### src/rtl/pipe_csa_addsub.sv
// pipe_csa_addsub: pipelined carry-select adder/subtractor with a valid/ready
// stream interface. Each of the L = WIDTH/SEG stages resolves one SEG-bit
// segment. It computes both carry-in candidates and picks one with the carry
// registered by the stage below.
// Optional feature: define PIPE_CSA_SATURATE_EN to clamp the sum on signed
// overflow. Without it, the sum is the modulo-2^WIDTH result.
module pipe_csa_addsub #(
  parameter int WIDTH = 32,  // multiple of SEG, at least 2*SEG
  parameter int SEG   = 8
) (
  input  logic             clock,
  input  logic             reset,
  input  logic             in_valid,
  output logic             in_ready,
  input  logic [WIDTH-1:0] a,
  input  logic [WIDTH-1:0] b,
  input  logic             c_in,
  input  logic             sub,
  output logic             out_valid,
  input  logic             out_ready,
  output logic [WIDTH-1:0] sum,
  output logic             c_out,
  output logic             ovf
);

  // Pipeline depth equals the latency in cycles.
  localparam int L = WIDTH / SEG;

  // Effective operands: subtraction is a + ~b + 1, and c_in is ignored.
  logic [WIDTH-1:0] b_eff;
  logic             cin_eff;
  assign b_eff   = sub ? ~b : b;
  assign cin_eff = sub | c_in;

  // One global advance enable: all stages shift together or all hold.
  logic adv;
  assign adv      = !out_valid | out_ready;
  assign in_ready = adv;

  // Per-stage state.
  // word_q holds the finished segment sums in its upper bits and the
  // not-yet-consumed bits of A in its lower bits. Each stage rotates one
  // segment of A out and its segment sum in. After the last stage, the word
  // is the complete result.
  // bop_q carries the unconsumed B' bits, shifted down so that each stage
  // always reads its own segment from bits [SEG-1:0].
  logic [L-1:0]     vld_q;
  logic [WIDTH-1:0] word_q [L];
  logic [WIDTH-1:0] word_d [L];
  logic             cry_q  [L];
  logic             cry_d  [L];
  logic [WIDTH-1:0] bop_q  [L-1];
  logic [WIDTH-1:0] bop_d  [L-1];
  logic             ovf_q;
  logic             ovf_d;

  for (genvar k = 0; k < L; k++) begin : g_stage
    logic [WIDTH-1:0] src_w;
    logic [SEG-1:0]   b_seg;
    logic             src_c;
    logic [SEG:0]     seg_c0;
    logic [SEG:0]     seg_c1;
    logic [SEG:0]     seg_sel;

    if (k == 0) begin : g_first
      assign src_w    = a;
      assign b_seg    = b_eff[SEG-1:0];
      assign src_c    = cin_eff;
      assign bop_d[0] = {{SEG{1'b0}}, b_eff[WIDTH-1:SEG]};
    end else begin : g_next
      assign src_w = word_q[k-1];
      assign b_seg = bop_q[k-1][SEG-1:0];
      assign src_c = cry_q[k-1];
      if (k < L-1) begin : g_fwd_b
        assign bop_d[k] = {{SEG{1'b0}}, bop_q[k-1][WIDTH-1:SEG]};
      end
    end

    // Both carry candidates are resolved in parallel. The registered carry
    // from below only drives the final 2:1 select, so the per-cycle carry
    // path is SEG bits plus one mux.
    assign seg_c0  = {1'b0, src_w[SEG-1:0]} + {1'b0, b_seg};
    assign seg_c1  = {1'b0, src_w[SEG-1:0]} + {1'b0, b_seg} + {{SEG{1'b0}}, 1'b1};
    assign seg_sel = src_c ? seg_c1 : seg_c0;
    assign cry_d[k] = seg_sel[SEG];

    if (k < L-1) begin : g_mid
      assign word_d[k] = {seg_sel[SEG-1:0], src_w[WIDTH-1:SEG]};
    end else begin : g_last
      logic [WIDTH-1:0] raw_sum;
      logic             c_msb;
      assign raw_sum = {seg_sel[SEG-1:0], src_w[WIDTH-1:SEG]};
      // Carry into the MSB, recovered from the MSB operand bits and the MSB sum bit.
      assign c_msb = src_w[SEG-1] ^ b_seg[SEG-1] ^ seg_sel[SEG-1];
      assign ovf_d = c_msb ^ seg_sel[SEG];
`ifdef PIPE_CSA_SATURATE_EN
      // Overflow means both operands had the same sign, so A's MSB (still in
      // src_w here) selects the clamp direction.
      assign word_d[k] = !ovf_d       ? raw_sum :
                         src_w[SEG-1] ? {1'b1, {(WIDTH-1){1'b0}}} :
                                        {1'b0, {(WIDTH-1){1'b1}}};
`else
      assign word_d[k] = raw_sum;
`endif
    end
  end

  // Pipeline registers: all shift on adv, all hold otherwise.
  // NOTE: sequential state uses non-blocking assignments so every stage samples the pre-edge value of the stage below.
  always_ff @(posedge clock or posedge reset) begin
    if (reset) begin
      // NOTE: data registers are reset too (not just valid bits) so the outputs read zero out of reset.
      vld_q <= '0;
      ovf_q <= 1'b0;
      for (int k = 0; k < L; k++) begin
        word_q[k] <= '0;
        cry_q[k]  <= 1'b0;
      end
      for (int k = 0; k < L-1; k++) begin
        bop_q[k] <= '0;
      end
    end else if (adv) begin
      vld_q <= {vld_q[L-2:0], in_valid};
      ovf_q <= ovf_d;
      for (int k = 0; k < L; k++) begin
        word_q[k] <= word_d[k];
        cry_q[k]  <= cry_d[k];
      end
      for (int k = 0; k < L-1; k++) begin
        bop_q[k] <= bop_d[k];
      end
    end
  end

  // Outputs come straight from the last-stage registers.
  assign out_valid = vld_q[L-1];
  assign sum       = word_q[L-1];
  assign c_out     = cry_q[L-1];
  assign ovf       = ovf_q;

endmodule

### config.mk
export PLATFORM = sky130hd
export DESIGN_NAME = pipe_csa_addsub
export DESIGN_NICKNAME = d
export VERILOG_FILES = /design/src/rtl/pipe_csa_addsub.sv
export SDC_FILE = /design/constraint.sdc
export NUM_CORES = 1
export LEC_CHECK = 0
export BUFFER_PORTS_ARGS = -buffer_cell sky130_fd_sc_hd__buf_2
export CORE_UTILIZATION = 59
export CTS_CLUSTER_DIAMETER = 200
export CTS_CLUSTER_SIZE = 12
export DETAILED_ROUTE_END_ITERATION = 16
export PLACE_DENSITY = 0.87
export SKIP_LAST_GASP = 1
export SLEW_MARGIN = 15
export SYNTH_ARGS = -nofsm -noshare
export SYNTH_HDL_FRONTEND = slang
export SYNTH_SLANG_ARGS = --single-unit
### constraint.sdc
create_clock -name clock -period 5.8 [get_ports clock]
set_input_delay 0 -clock clock [delete_from_list [all_inputs] [get_ports clock]]
set_output_delay 0 -clock clock [all_outputs]
set_load 0.005 [all_outputs]
**Word-level counts from Yosys, hierarchy flattened**

Index checks and enable logic that the tools add are counted.

- Muxes and demuxes: 5
- Bitwise operators: 6
- Reduce and logical (&&, ||, !) cells: 1
- Add/subtract/negate cells: 8

Operators with widths:

| cell | count |
|---|---|
| 8-bit by 8-bit adder with 9-bit output | 4 |
| 9-bit by 1-bit adder with 9-bit output (second input constant) | 4 |
| 9-bit two-way mux | 4 |
| 32-bit two-way mux | 1 |
| 32-bit inverter | 1 |
| 1-bit bitwise XOR | 3 |
| 1-bit bitwise OR | 2 |
| 1-bit zero test | 1 |

- Bits in registers: 185
- Logic and storage cells: 33
- Output and inout bits: 36
- Bits of input ports: 70

**Depth between registers and ports, before layout**

Gate-level depths: netlist (run 1).

- Depth after elaboration: 5
- Mapped depth: 13
- Depth with buffers taken out: 11

**Least setup slack after synthesis (run 1)**

No wires, ideal clock.

- Kind: input port to flip-flop
- Start point: input sub
- End point: register word_q (netlist bit g_stage[1].src_w[31])
- Buffers on the path: 2
- Arrival: 2.568 ns
- Stages: 12
- Path slack: 3.154 ns
- Required time: 5.723 ns
- Setup time: 0.077 ns
- Path through: clkbuf_1 -> buf_1 -> xor2_1 -> ha_1 -> inv_1 -> fa_1 -> xnor2_1 -> and4_1 -> and4bb_1 -> nand4_1 -> xor2_1 -> a21oi_1

- Cells in the longest elaborated chain, start to end: 4
- Elaborated cells on any way between the ends: 5
- Those cells by class: add/sub (2); mux (2); bitwise (1)

Ends and longest elaborated chain:

| what | RTL line | RTL |
|---|---|---|
| start, declared | 18 | `input logic sub,` |
| 32-bit two-way mux | 32 | `assign b_eff = sub ? ~b : b;` |
| 8-bit by 8-bit adder with 9-bit output | 82, 83 |  |
| 9-bit by 1-bit adder with 9-bit output | 83 | `assign seg_c1 = {1'b0, src_w[SEG-1:0]} + {1'b0, b_seg} + {{SEG{1'b0}}, 1'b1};` |
| 9-bit two-way mux * | 84 | `assign seg_sel = src_c ? seg_c1 : seg_c0;` |
| end signal, assigned by index | 126 | `word_q[k] <= word_d[k];` |
| end, declared | 48 | `logic [WIDTH-1:0] word_q [L];` |

Every way passes the cells marked *; elsewhere a longest branch is shown, timed or not.
A chain may end at the register's enable or synchronous reset.

**Worst setup path after layout (run 1)**

- Start point: register bop_q[0] (netlist bit)
- End point: register ovf_q, in the netlist ovf

- Cells in the longest elaborated chain, start to end: 5

Ends and longest elaborated chain:

| what | RTL line | RTL |
|---|---|---|
| start, declared | 52 | `logic [WIDTH-1:0] bop_q [L-1];` |
| start signal, assigned by index | 130 | `bop_q[k] <= bop_d[k];` |
| 8-bit by 8-bit adder with 9-bit output * | 82, 83 |  |
| 9-bit by 1-bit adder with 9-bit output | 83 |  |
| 9-bit two-way mux * | 84 |  |
| 1-bit bitwise XOR | 94 | `assign c_msb = src_w[SEG-1] ^ b_seg[SEG-1] ^ seg_sel[SEG-1];` |
| 1-bit bitwise XOR * | 95 | `assign ovf_d = c_msb ^ seg_sel[SEG];` |
| end signal, assigned | 124 | `ovf_q <= ovf_d;` |
| end, declared | 54 | `logic ovf_q;` |

Marked as above.

==> impl_metrics.env, run 1 <==
export IMPL_dp_hpwl_um=11500
export IMPL_ir_drop_v=0.000302
export IMPL_setup_worst_path_start_class="register"
export IMPL_die_width_um=126
export IMPL_antenna_cells=0
export IMPL_portBuffers=105
export IMPL_yosys_warnings=0
export IMPL_cts_buffer_depth=2
export IMPL_htree_num_levels=4
export IMPL_preCtsSetupSlack_ns=2.96
export IMPL_synth_top_area_share_pct=50.9
export IMPL_postSynthAreaPerCell_um2=8.86
export IMPL_rsz0062_at_grt="false"
export IMPL_dp_cells=1275
export IMPL_criticalPathCategory="register to register"
export IMPL_fmax_mhz=361
export IMPL_min_from="a[0]"
export IMPL_cts_resized=0
export IMPL_post_cts_setup_buffer_count=0
export IMPL_grt_usage_pct=24.0
export IMPL_synth_ff_type="dfrtp_1"
export IMPL_wl_um=17800
export IMPL_met1_length_um=8190
export IMPL_finalWorstSetupSlack_ns=3.03
export IMPL_ys_seq_area_share_pct=50.9
export IMPL_power_mw=5.71
export IMPL_holdWs_ns=0.0687
export IMPL_routed_top_layer="met4"
export IMPL_worst_ep_required_time_ns=6.07
export IMPL_cts_sinks=185
export IMPL_path_clk_slew_ns=0.06
export IMPL_final_cell_area_um2=10800
export IMPL_syn_nets=1137
export IMPL_cts_made_buffers=17
export IMPL_fin_setup_tns_ns=0
export IMPL_ant_nets=0
export IMPL_dr_pass1_iters=5
export IMPL_cp_arrival_ns=3.04
export IMPL_syn2layout_area_growth_pct=18.2
export IMPL_core_um2=15100
export IMPL_initialDrtViolationCount=460
export IMPL_drive_above_1_share_pct=12.8
export IMPL_ioPinCount=106
export IMPL_synth_async_sr_flop_share_pct=100
export IMPL_netlist_area_um2=9090
export IMPL_initial_core_util_pct=60.0
export IMPL_wl_met2_um=8690
export IMPL_startpoint="bop_q[0]"
export IMPL_grt_pass1_wl_um=30800
export IMPL_nNetsFinal=1267
export IMPL_crit_path_end_kind="register"
export IMPL_grt_max_degree=122
export IMPL_fp_row_count=45
export IMPL_synth_seq_cells=185
export IMPL_fin_crit_ns=2.77
export IMPL_power_leakage_nw=5.39
export IMPL_layout_commonest_cell="nand2_1"
export IMPL_grt_overflow_total=0
export IMPL_synthTopCellsByArea="dfrtp_1, nand2_1, ha_1, xnor2_1, o21ai_0"
export IMPL_cts_tree="done"
export IMPL_final_max_slew_viol_count=0
export IMPL_layout_common_cells="nand2_1, dfrtp_1, buf_2, o21ai_0, dlygate4sd3_1"
export IMPL_vias_per_cell=5.16
export IMPL_outcome="complete, no violations"
export IMPL_path_max_fanout=4
export IMPL_post_route_drc_count=0
export IMPL_hold_viol_final=0
export IMPL_max_slew_worst_pin_slew_ns=1.07
export IMPL_reg2reg_from="bop_q[0]"
export IMPL_post_route_period_util_pct=47.8
export IMPL_skew_ns=0.00504
export IMPL_r2r_slack_ns=3.03
export IMPL_hold_buffers=50
export IMPL_yosysTopAreaCell="dfrtp_1"
export IMPL_dpl_cell_area_um2=9720
export IMPL_synthCells=1026
export IMPL_grt_antenna_before_repair=0
export IMPL_fill_cells=1123
export IMPL_fin_cells=1356
export IMPL_utilization_pct=71.0
export IMPL_grt_pass1_vias=6719
export IMPL_post_drt_wl_per_cell_um=13.1
export IMPL_die_area_um2=15900
export IMPL_vias=6998
export IMPL_yosysUniqueCellTypes=59
export IMPL_finalSetupViolations=0
export IMPL_synth_edf_count=0
export IMPL_route_met3_wl_um=478
export IMPL_maxSlewHeadroom_pct=29.0
export IMPL_die_h_um=126
export IMPL_hp_class="input pin to register"
export IMPL_root_buffer="clkbuf_16"
export IMPL_p_per_area_nw_per_um2=532
export IMPL_clock_latency_ns=0.43
export IMPL_max_cap_violations=0
export IMPL_gp_congestion=0.886
## synthesized netlist by cell type, drive strengths merged (9+ instances only)
cell and instances:
o21ai 58, clkbuf 41, xor2 27, nor3 9
a21oi 26, xnor2 48, nand2 429, nand4 9
dfrtp 185, inv 21, ha 37, nor2 27
## metal layers
metal,GRT usage [%],vias to the layer above
met5,0,-
met4,9.07,0
met3,4.59,30
met2,39.7,109
met1,31.6,3267
li1,-,3592
## registers in the layout, summed over array words and instances (netlist names)
signal         flops
g_stage.src_w     96
sum               32
bop_d             24
bop_q             24
vld_q              4
g_stage.src_c      3
c_out              1
ovf                1
## cell families after synthesis
group	synth area share (%)
AO/OA/AOI/OAI	8.91
XOR/XNOR	7.22
adder cells (fa/ha/maj)	5.97
buffers and inverters	2.90
flip-flops	50.9
multiplexers	0.330
AND/OR/NAND/NOR	23.8
## final cells by class
type | instances | area, um^2 | share of cell area (%)
sequential | 185 | 4630 | 43.1
multi-input combinational | 771 | 4210 | 39.2
timing repair buffer | 160 | 1060 | 9.89
clock buffer | 24 | 482 | 4.48
tap | 188 | 235 | 2.19
inverter | 21 | 86.3 | 0.803
clock inverter | 7 | 45.0 | 0.419
## worst paths after layout
check,endpoint,depth (start not counted)
worst min-delay path,g_stage[1].src_w[24],4
worst max register to register,ovf,9
worst max-delay path,ovf,9
min in group asynchronous,sum[27],3
worst min register to register,sum[5],2
max in group asynchronous,g_stage[3].src_w[23],4
## worst max-delay path, cell delays in order, from the launching register on
cell and delay [ns]:
dfrtp_1 0.38, ha_1 0.24, fa_1 0.45, a21o_1 0.21, a221oi_2 0.29, xnor2_1 0.24, nand4_1 0.20, o311ai_1 0.38
o21a_1 0.16, o31ai_1 0.06
## report_power, final
group          internal [mW]  leakage [nW]  total, mW  switching (mW)
combinational           1.03          2.89       2.46            1.43
sequential              1.87          2.24       2.20           0.331
clock                  0.578         0.260       1.05           0.472
Power figures use the tool's default switching activity.
==> inputs of run 2 (changes only) <==
- clock period: 5.8 -> 2.75 ns (I/O delays scaled with it)
==> run 2 against run 1 <==
Sequential share of layout area fell by 0.96 points; total power increased by 120%; worst hold slack lost 0.0018 ns; critical path depth unchanged; clock skew up 0.0024 ns; largest power group unchanged; setup slack lost 2.9 ns; register-to-register slack lost 2.9 ns; highest routed layer is now met5; critical endpoint unchanged; die area stayed put; via count grew 3.8%; utilization up 1.6 points; final area up 2.3%.
==> impl_metrics.env, run 2 (same netlist as run 1, synthesis figures left out) <==
export IMPL_preCtsSetupSlack_ns=0.0215
export IMPL_critical_path_slowest_cell="fa_2"
export IMPL_hold_viol_final=0
export IMPL_root_buffer="clkbuf_16"
export IMPL_post_route_drc_count=0
export IMPL_vias_per_cell=5.32
export IMPL_r2r_end="ovf"
export IMPL_pwr_share_comb_pct=44.1
export IMPL_finalSetupViolations=0
export IMPL_grt_pass1_vias=7042
export IMPL_rsz0062_at_grt="true"
export IMPL_whs_path_depth=4
export IMPL_path_clk_slew_ns=0.07
export IMPL_fin_setup_tns_ns=0
export IMPL_path_max_fanout=4
export IMPL_antenna_cells=0
export IMPL_min_from="a[0]"
export IMPL_crit_chain="ha_1, fa_2, a21o_1, a221oi_4, xnor2_2, nand4_1, mux2i_1, o21a_1, o31ai_1"
export IMPL_grt_max_degree=191
export IMPL_vias=7267
export IMPL_grt_antenna_before_repair=1
export IMPL_r2r_slack_ns=0.09
export IMPL_power_mw=12.7
export IMPL_fp_row_count=45
export IMPL_grt_pass1_wl_um=31900
export IMPL_dr_pass1_iters=4
export IMPL_fin_cells=1366
export IMPL_drive_above_1_share_pct=14.9
export IMPL_reg2reg_depth=9
export IMPL_gp_congestion=0.851
export IMPL_cts_made_buffers=17
export IMPL_ioPinCount=106
export IMPL_nNetsFinal=1276
export IMPL_wl_um=19100
export IMPL_layout_commonest_cell="nand2_1"
export IMPL_finalWorstSetupSlack_ns=0.0853
export IMPL_ant_nets=0
export IMPL_hp_class="input pin to register"
export IMPL_post_drt_wl_per_cell_um=14.0
export IMPL_fin_crit_ns=2.66
export IMPL_outcome="complete, no violations"
export IMPL_criticalPathCategory="register to register"
export IMPL_final_cell_area_um2=11000
export IMPL_skew_ns=0.00743
export IMPL_largest_reg_flops=96
export IMPL_dp_cells=1282
export IMPL_initialDrtViolationCount=476
export IMPL_layout_common_cells="nand2_1, dfrtp_1, buf_2, o21ai_0, dlygate4sd3_1"
export IMPL_grt_usage_pct=25.1
export IMPL_portBuffers=105
export IMPL_cts_buffer_depth=2
export IMPL_worst_ep_required_time_ns=3.08
export IMPL_p_seq_share_pct=36.4
export IMPL_max_cap_violations=0
export IMPL_clock_latency_ns=0.43
export IMPL_dpl_cell_area_um2=9800
export IMPL_holdWs_ns=0.0669
export IMPL_reg2reg_from="bop_q[0]"
export IMPL_cts_tree="done"
export IMPL_max_slew_worst_pin_slew_ns=0.719
export IMPL_die_width_um=126
export IMPL_initial_core_util_pct=60.0
export IMPL_dp_hpwl_um=12200
export IMPL_min_to="g_stage[1].src_w[24]"
export IMPL_ir_drop_v=0.000551
export IMPL_crit_path_end_kind="register"
export IMPL_setup_worst_path_start_class="register"
export IMPL_utilization_pct=72.6
export IMPL_switching_power_mw=5.02
export IMPL_fmax_mhz=375
export IMPL_htree_num_levels=4
export IMPL_die_area_um2=15900
export IMPL_power_leakage_nw=5.48
export IMPL_clock_power_share_pct=19.5
export IMPL_grt_overflow_total=0
export IMPL_fill_cells=1109
export IMPL_die_h_um=126
export IMPL_syn2layout_area_growth_pct=20.9
export IMPL_cts_sinks=185
export IMPL_p_per_area_nw_per_um2=1160
export IMPL_maxSlewHeadroom_pct=52.1
export IMPL_cp_arrival_ns=3.00
export IMPL_p_sw_share_pct=39.4
export IMPL_core_um2=15100
export IMPL_final_max_slew_viol_count=0
export IMPL_p_int_mw=7.71
export IMPL_post_route_period_util_pct=96.9
export IMPL_slowest_delay_ns=0.41
[run 2: how the worst max path moves through the flow]
stage,endpoint,startpoint,slack (ns)
floorplan,g_stage[1].src_w[31],sub,0.10
global placement,ovf,bop_q[0],0.11
detailed placement,ovf,bop_q[0],0.02
CTS,ovf,bop_q[0],0.03
global route,g_stage[2].src_c,bop_q[64],-0.03
finish,ovf,bop_q[0],0.09
[run 2: layout make-up]
class,count,area [um^2],share of cell area (%)
inverters,21,85.1,0.774
multi-input cells,771,4290,39.0
well taps,188,235,2.14
clock inverters,14,171,1.56
repair buffers,169,1160,10.5
flip-flops and latches,185,4630,42.1
clock buffers,18,429,3.90
[run 2: repair_timing]
action,4_1_cts,5_1_grt
endpoints found under the hold margin,67,0
pin swaps,0,5
gates cloned,0,0
buffers inserted,0,2
setup endpoints to repair,1,4
hold buffers,50,0
gates resized for setup,2,12
[run 2: power by group through the flow]
stage / clock, mW / combinational, mW / sequential, mW
after global placement: 0 / 5.00 / 4.61
after global routing: 2.63 / 6.30 / 4.79
after detailed placement: 0 / 5.28 / 4.67
final: 2.48 / 5.61 / 4.64
after CTS: 2.51 / 5.46 / 4.64
after floorplan: 0 / 4.01 / 4.51
[run 2: layer usage]
metal	vias to the layer above	global-route usage, %	part of all wire (%)
li1	3616	-	-
met5	-	0	0.068
met2	162	44.2	51
met4	2	10.1	2.4
met3	45	4.12	3.3
met1	3442	30.8	43
[run 2: critical path: cells and delay by family, from the launching register on]
kind | cells | cell delay (ns)
AO/OA/AOI/OAI | 4 | 0.93
adder cells (fa/ha/maj) | 2 | 0.66
flip-flops | 1 | 0.40
AND/OR/NAND/NOR | 1 | 0.20
XOR/XNOR | 1 | 0.19
multiplexers | 1 | 0.18
==> inputs of run 3 (changes only) <==
- BUFFER_PORTS_ARGS: -buffer_cell sky130_fd_sc_hd__buf_2 -> not set
- CORE_UTILIZATION: 59 -> 60
- DONT_BUFFER_PORTS: not set -> 1
- PLACE_DENSITY: 0.87 -> not set
- PLACE_DENSITY_LB_ADDON: not set -> 0.15
==> run 3 against run 2 <==
The flow now finishes with violations (DRC); sequential share of layout area up 1.3 points; routed wire length down 7.9%; clock-buffer cell count is 2 higher; non-clock buffer count down 84; sequential power is 2% higher; combinational power fell by 8.2%; clock skew increased by 0.0016 ns; final area decreased by 3.0%; register-to-register slack better by 0.03 ns; maximum frequency rose by 1.2%; first-iteration DRC count down 2.5%; critical endpoint unchanged; largest power group unchanged; highest routed layer is now met4.
==> impl_metrics.env, run 3 (same netlist as run 1, synthesis figures left out) <==
export IMPL_wl_um=17600
export IMPL_fin_cells=1277
export IMPL_grt_pass1_wl_um=30500
export IMPL_r2r_slack_ns=0.12
export IMPL_path_clk_slew_ns=0.06
export IMPL_vias=6805
export IMPL_largest_reg_flops=96
export IMPL_clock_latency_ns=0.43
export IMPL_path_max_fanout=3
export IMPL_drive_above_1_share_pct=5.31
export IMPL_grt_max_degree=186
export IMPL_final_max_slew_viol_count=0
export IMPL_layout_commonest_cell="nand2_1"
export IMPL_root_buffer="clkbuf_16"
export IMPL_crit_path_end_kind="register"
export IMPL_cts_tree="done"
export IMPL_fmax_mhz=380
export IMPL_ioPinCount=106
export IMPL_dp_cells=1170
export IMPL_grt_pass1_vias=6627
export IMPL_p_per_area_nw_per_um2=1160
export IMPL_max_slew_worst_pin_slew_ns=1.02
export IMPL_crit_chain="ha_1, fa_1, a21o_1, a221oi_2, xnor2_1, buf_4, nand4_1, xor2_1, o21a_1, o31ai_1"
export IMPL_die_width_um=125
export IMPL_grt_overflow_total=0
export IMPL_fin_crit_ns=2.63
export IMPL_rsz0062_at_grt="true"
export IMPL_max_cap_violations=0
export IMPL_post_route_drc_count=8
export IMPL_cts_buffer_depth=2
export IMPL_power_leakage_nw=5.17
export IMPL_hold_viol_final=0
export IMPL_criticalPathCategory="register to register"
export IMPL_core_um2=14600
export IMPL_dr_pass1_iters=13
export IMPL_nNetsFinal=1192
export IMPL_portBuffers=0
export IMPL_gp_congestion=0.827
export IMPL_skew_ns=0.00899
export IMPL_vias_per_cell=5.33
export IMPL_die_area_um2=15700
export IMPL_syn2layout_area_growth_pct=17.3
export IMPL_ant_nets=0
export IMPL_layout_common_cells="nand2_1, dfrtp_1, dlygate4sd3_1, o21ai_0, xnor2_1"
export IMPL_initial_core_util_pct=62.1
export IMPL_initialDrtViolationCount=464
export IMPL_fp_row_count=44
export IMPL_hp_class="input pin to register"
export IMPL_finalSetupViolations=0
export IMPL_grt_antenna_before_repair=0
export IMPL_post_drt_wl_per_cell_um=13.8
export IMPL_violations="DRC"
export IMPL_critical_path_slowest_cell="fa_1"
export IMPL_die_h_um=125
export IMPL_post_route_period_util_pct=95.7
export IMPL_cp_arrival_ns=2.92
export IMPL_grt_usage_pct=24.3
export IMPL_antenna_cells=0
export IMPL_cts_made_buffers=17
export IMPL_fin_setup_tns_ns=0
export IMPL_cts_sinks=185
export IMPL_worst_ep_required_time_ns=3.04
export IMPL_ir_drop_v=0.000567
export IMPL_maxSlewHeadroom_pct=32.0
export IMPL_slowest_delay_ns=0.44
export IMPL_outcome="complete, but fails checks"
export IMPL_setup_worst_path_start_class="register"
export IMPL_dp_hpwl_um=10700
export IMPL_htree_num_levels=4
-- run 3: cell types whose count changed in the layout (fill, tap and decap cells not counted), sizes merged --
cell         delta
clkinv          +2
dlygate4sd3    +26
clkinvlp        -2
inv             -3
clkbuf          +2
buf           -110
-- run 3: cell type report --
| class | instances | area [um^2] |
|---|---|---|
| Inverter | 21 | 85.1 |
| Fill cell | 1113 | 3980 |
| Timing Repair Buffer | 85 | 866 |
| Clock buffer | 20 | 457 |
| Clock inverter | 11 | 148 |
| Tap cell | 184 | 230 |
| Multi-Input combinational cell | 771 | 4250 |
| Sequential cell | 185 | 4630 |
-- run 3: stage by stage --
| stage | util, % | hold slack [ns] | instance area [um^2] | power, mW | worst slack, ns |
|---|---|---|---|---|---|
| global route | 72.8 | 0.0291 | 10700 | 13.4 | -0.0311 |
| detailed placement | 63.2 | 0.117 | 9260 | 9.65 | 0.147 |
| floorplan | - | 0.112 | 9100 | 8.51 | 0.104 |
| finish | 72.8 | 0.0264 | 10700 | 12.3 | 0.118 |
| CTS | 72.5 | 0.00863 | 10600 | 12.3 | 0.0512 |
| global placement | 63.2 | 0.114 | 9260 | 9.46 | 0.204 |
-- run 3: path summary, 6_finish.rpt --
path	depth (start not counted)	startpoint	end
max in group asynchronous	3	reset	bop_q[38]
setup / recovery	10	bop_q[0]	ovf
hold reg to reg	2	vld_q[2]	vld_q[2]
hold / removal	3	a[5]	g_stage[1].src_w[29]
setup reg to reg	10	bop_q[0]	ovf
min in group asynchronous	3	reset	bop_d[4]
-- run 3: what timing repair did --
action	in CTS	in global routing
endpoints found under the setup margin	0	3
setup buffers	0	0
hold buffers	76	0
endpoints found under the hold margin	236	0
resized for setup	0	8
-- run 3: worst max-delay path: cells and delay by family (launching register included) --
family | cells | cell delay (ns)
AOI/OAI and AO/OA | 4 | 0.74
DFF | 1 | 0.38
xor gates and xnor gates | 2 | 0.45
buffers and inverters | 1 | 0.16
adders and majority gates | 2 | 0.68
and+or+nand+nor | 1 | 0.11
-- run 3: metal layers --
metal,global-route usage [%],up-vias,wire length [um]
met1,31.3,3222,8080
li1,-,3448,-
met5,0,-,0
met3,5.13,26,535
met2,39.9,109,8660
met4,10.4,0,332
-- run 3: report_power, final --
group	total, mW	internal (mW)	leakage [nW]	switching [mW]
sequential	4.71	3.94	2.24	0.764
clock	2.49	1.47	0.296	1.02
combinational	5.15	2.19	2.64	2.96
